==> config.mk <==
export PLATFORM = sky130hd
export DESIGN_NAME = router_fsm
export DESIGN_NICKNAME = d
export VERILOG_FILES = /design/src/rtl/router_fsm.sv
export SDC_FILE = /design/constraint.sdc
export NUM_CORES = 1
export LEC_CHECK = 0
export CELL_PAD_IN_SITES_DETAIL_PLACEMENT = 0
export CELL_PAD_IN_SITES_GLOBAL_PLACEMENT = 2
export CORE_UTILIZATION = 19
export DETAILED_ROUTE_END_ITERATION = 6
export HOLD_SLACK_MARGIN = 0.05
export PLACE_DENSITY = 0.77
export SLEW_MARGIN = 10
export SYNTH_ARGS = -nofsm -noshare
export SYNTH_HDL_FRONTEND = slang
export SYNTH_SLANG_ARGS = --single-unit
==> constraint.sdc <==
create_clock -name clk -period 1.13 [get_ports clk]
set_input_delay 0.226 -clock clk [delete_from_list [all_inputs] [get_ports clk]]
set_output_delay 0.226 -clock clk [all_outputs]
set_load 0.01 [all_outputs]
==> src/rtl/router_fsm.sv <==
// Router control FSM (Moore). Sequences a packet from header decode through payload, parity
// and FIFO-full handling for one of three output FIFOs.
//
// Optional feature: define ROUTER_FSM_SOFT_RESET_EN to let soft_reset_<n> of the latched
// output port abort the current packet back to address decode. Without the macro the
// soft_reset_<n> inputs are ignored.
//
// Ports:
//   clk                   sole clock, rising edge
//   resetn                synchronous reset, active HIGH (1 = reset, despite the name)
//   packet_valid          header/payload byte present
//   datain[1:0]           destination address from header; 3 is invalid
//   fifo_full             addressed output FIFO is full
//   fifo_empty_0/1/2      output FIFO n is empty
//   soft_reset_0/1/2      output FIFO n timed out
//   parity_done           parity byte already stored
//   low_packet_valid      packet_valid fell while FIFO was full
//   write_enb_reg, detect_add, ld_state, laf_state, lfd_state, full_state, rst_int_reg, busy
//                         state decode outputs
module router_fsm (
  input  logic       clk,
  input  logic       resetn,
  input  logic       packet_valid,
  input  logic [1:0] datain,
  input  logic       fifo_full,
  input  logic       fifo_empty_0,
  input  logic       fifo_empty_1,
  input  logic       fifo_empty_2,
  input  logic       soft_reset_0,
  input  logic       soft_reset_1,
  input  logic       soft_reset_2,
  input  logic       parity_done,
  input  logic       low_packet_valid,
  output logic       write_enb_reg,
  output logic       detect_add,
  output logic       ld_state,
  output logic       laf_state,
  output logic       lfd_state,
  output logic       full_state,
  output logic       rst_int_reg,
  output logic       busy
);

  typedef enum logic [2:0] {
    StDa, StLfd, StLd, StLp, StFfs, StLaf, StWte, StCpe
  } state_e;

  state_e     state_q, state_d;
  logic [1:0] addr_q, addr_d;
  logic       addr_empty;
  logic       addr_soft_reset;

  // Empty flag of the FIFO selected by the latched address.
  always_comb begin
    addr_empty = 1'b0;
    case (addr_q)
      2'd0:    addr_empty = fifo_empty_0;
      2'd1:    addr_empty = fifo_empty_1;
      2'd2:    addr_empty = fifo_empty_2;
      default: addr_empty = 1'b0;
    endcase
  end

`ifdef ROUTER_FSM_SOFT_RESET_EN
  always_comb begin
    addr_soft_reset = 1'b0;
    case (addr_q)
      2'd0:    addr_soft_reset = soft_reset_0;
      2'd1:    addr_soft_reset = soft_reset_1;
      2'd2:    addr_soft_reset = soft_reset_2;
      default: addr_soft_reset = 1'b0;
    endcase
  end
`else
  logic unused_soft_reset;
  assign unused_soft_reset = soft_reset_0 ^ soft_reset_1 ^ soft_reset_2;
  assign addr_soft_reset   = 1'b0;
`endif

  always_comb begin
    state_d = state_q;
    addr_d  = addr_q;
    if (state_q == StDa && packet_valid) begin
      addr_d = datain;
    end
    unique case (state_q)
      StDa: begin
        // In DA the decision uses the live header address, not the latched one.
        if (packet_valid && datain != 2'd3) begin
          case (datain)
            2'd0:    state_d = fifo_empty_0 ? StLfd : StWte;
            2'd1:    state_d = fifo_empty_1 ? StLfd : StWte;
            default: state_d = fifo_empty_2 ? StLfd : StWte;
          endcase
        end
      end
      StLfd: state_d = StLd;
      StLd: begin
        if (fifo_full)          state_d = StFfs;
        else if (!packet_valid) state_d = StLp;
      end
      StLp:  state_d = StCpe;
      StCpe: state_d = fifo_full ? StFfs : StDa;
      StFfs: if (!fifo_full) state_d = StLaf;
      StLaf: begin
        if (parity_done)           state_d = StDa;
        else if (low_packet_valid) state_d = StLp;
        else                       state_d = StLd;
      end
      StWte: if (addr_empty) state_d = StLfd;
      default: state_d = StDa;
    endcase
    if (addr_soft_reset) begin
      state_d = StDa;
    end
  end

  always_ff @(posedge clk) begin
    if (resetn) begin
      state_q <= StDa;
      addr_q  <= 2'd0;
    end else begin
      state_q <= state_d;
      addr_q  <= addr_d;
    end
  end

  assign detect_add    = (state_q == StDa);
  assign lfd_state     = (state_q == StLfd);
  assign ld_state      = (state_q == StLd);
  assign laf_state     = (state_q == StLaf);
  assign full_state    = (state_q == StFfs);
  assign rst_int_reg   = (state_q == StCpe);
  assign write_enb_reg = (state_q == StLd) || (state_q == StLp) || (state_q == StLaf);
  assign busy          = !((state_q == StDa) || (state_q == StLd));

endmodule

==> reports/metrics.csv <==
stage,metric,value,unit
synth,synth.most_common_cell,nor2_1,
clock_tree,cts_buffers,3,
floorplanning,dieArea,2750,um^2
cells_and_area,fin_nets,118,
setup_path,rrSetupSlack,-0.23,ns
setup_path,critPathBufInv,2,
run,drv_cap,0,
power_and_ir_drop,power,2660,uW
synth,ys_seq_area_share,20.7,%
floorplanning,die_x,52.4,um
sta,tightest_slew,0.239,ns
synth,ys_types,30,
floorplanning,ios,22,
route,drc_errors,0,
run_status,outcome,"complete, but fails checks",
setup_path,cp_max_fo,4,
sta,hold_viol_final,0,
sta,timing.final.crit_period,1.36,ns
route,vias,614,
synth,synth_warnings,0,
run_status,failed_checks,setup timing,
sta,finalSetupViolations,13,
hold_path,hold_class,in -> reg,
clock_tree,cts_sinks,5,
synth,synth_commonest_cells,"nor2_1, dfxtp_1, mux2i_1, nand2_1",
synth,syn_area,483,um^2
setup_path,critPathKind,reg -> reg,
sta,rsz0062_at_grt,true,
grt,grt_pass1_vias,586,
floorplanning,core_area,2300,um^2
clock_tree,cts_max_path_buffers,2,
clock_tree,root_buffer,clkbuf_4,
route,wl_per_cell,12.6,um
setup_path,crit_chain,buf_6 > buf_6 > maj3_2 > a211oi_2 > a211oi_2,
synth,synth.avg_cell_area,8.33,um^2
sta,period_share,120,%
synth,synthTopCellsByArea,"dfxtp_1, mux2i_1, buf_6",
synth,synth-async-reset-ratio,0,%
power_and_ir_drop,pwr_density_cell,2670,nW/um^2
route,first_iter_violations,10,
setup_path,end_kind,flop,
placement,pre_cts_ws,-0.446,ns
synth,synth_edf_count,0,
synth,ys_ff_latch,5,
power_and_ir_drop,peakVddDrop,1.46,mV
synth,syn_inst,58,
placement,place_congestion,0.724,
clock_tree,cts_tree,built,
route,drt_wl_total,1.65,mm
placement,io_buffer_count,18,
sta,fmax,737,MHz
synth,yosysTopAreaCellShare,20.7,%
synth,synth_nets,72,
floorplanning,die_h,52.4,um
sta,drv_slew,0,
grt,grt_overflow,0,
setup_path,critPathTopFamily,flip-flops,
cells_and_area,antenna_cells,0,
cells_and_area,fin_cells,131,
floorplanning,start_util,21.0,%
clock_tree,insertion_delay,0.24,ns
setup_path,crit_slowest_cell,dfxtp_4,
cells_and_area,syn_to_final_growth,107,%
grt,antenna_found_initial,0,
setup_path,crit_path_start_kind,flop,
synth,yosys.area.top_type,dfxtp_1,
cells_and_area,final_layout_size_suffix_gt1_share,60.2,%
sta,max_slew_margin,84.0,%
synth,ys.flop_type,dfxtp_1,
placement,hpwl,1.08,mm
setup_path,cp.arrival,1.48,ns
cells_and_area,layout.core_utilization,43.5,%
grt,grt_max_degree,9,
route,firstDrtPassIters,4,
floorplanning,core.rowCount,17,
setup_path,required,1.25,ns
route,vias_per_cell,4.69,
sta,setup_slack,-0.227,ns
sta,worst_clock_skew,0.00336,ns
grt,grt_pass1_wl,2.44,mm
setup_path,cpPeakStageDelay,0.35,ns
clock_tree,cts_max_level,1,
clock_tree,clk_pin_slew,0.04,ns
placement,dp.cells,118,
grt,grt_usage,12.5,%
power_and_ir_drop,power.static_leakage,0.000432,uW
route,ant_nets,0,
-- state kept, by name (all words and copies together), names as in the netlist --
register and flops:
addr_q 2, state_q 3
-- kinds of logic (layout without fill, tap and decap cells) --
family	after synthesis	after routing	share of synthesized area (%)
and+or+nand+nor	24	24	27.5
AOI/OAI and AO/OA	17	17	31.1
buffers and inverters	7	52	10.1
DFF	5	5	20.7
muxes	4	4	8.29
adders and majority gates	1	1	2.33
-- worst paths after layout --
| kind | from | to | depth (start not counted) |
|---|---|---|---|
| worst max-delay path | state_q[0] | state_q[2] | 5 |
| worst min-delay path | datain[1] | addr_q[1] | 3 |
| worst max register to register | state_q[0] | state_q[2] | 5 |
| worst min register to register | addr_q[0] | addr_q[0] | 2 |
-- placed cells by master, fill, tap and decap left out, types with 2 or more instances in the layout --
master / n
nor3_2: 2
nand3b_1: 2
clkdlybuf4s15_2: 2
nor3_4: 2
o21ai_1: 2
nand2_1: 2
inv_1: 2
buf_4: 16
buf_2: 5
a41o_1: 2
nor2_1: 5
dfxtp_4: 3
dlygate4sd2_1: 3
clkdlybuf4s50_1: 7
buf_6: 10
nor2_2: 2
dfxtp_1: 2
mux2i_1: 4
clkbuf_4: 3
a211oi_2: 4
-- power breakdown --
part	internal [uW]	switching (uW)
Clock	133	70.5
Combinational	1170	857
Sequential	276	158
Total	1580	1080
-- worst reg2reg max path: cells and delay by family, from the launching register on --
| family | cells | cell delay (ns) |
|---|---|---|
| DFF | 1 | 0.35 |
| adders and majority gates | 1 | 0.34 |
| AOI/OAI and AO/OA | 2 | 0.32 |
| buffers and inverters | 2 | 0.23 |
-- repair_timing --
action	4_1_cts	5_1_grt
setup endpoints to repair	13	13
resized for setup	53	9
buffers inserted	6	3
pin swaps	11	7
hold buffers	0	0
-- cell type report --
cell class	instances	area, um^2
tap	28	35.0
clock buffer	4	26.3
sequential	5	111
inverter	4	17.5
fill	233	1300
multi-input combinational	46	412
timing repair buffer	44	397
-- routing by layer --
metal / part of all wire, % / GRT usage, %
met2: 51 / 21.3
met1: 42 / 14.0
met5: 0 / 0
met3: 6.3 / 4.93
met4: 0 / 3.95
-- through the flow --
stage / hold slack, ns / TNS (ns) / cell area, um^2
after global routing: 0.505 / -2.91 / 998
after floorplan: 0.298 / -0.0682 / 510
after CTS: 0.466 / -1.89 / 937
after detailed placement: 0.523 / -4.07 / 820
final: 0.469 / -1.99 / 998
after global placement: 0.521 / -4.13 / 820
Power figures use the tool's default switching activity.
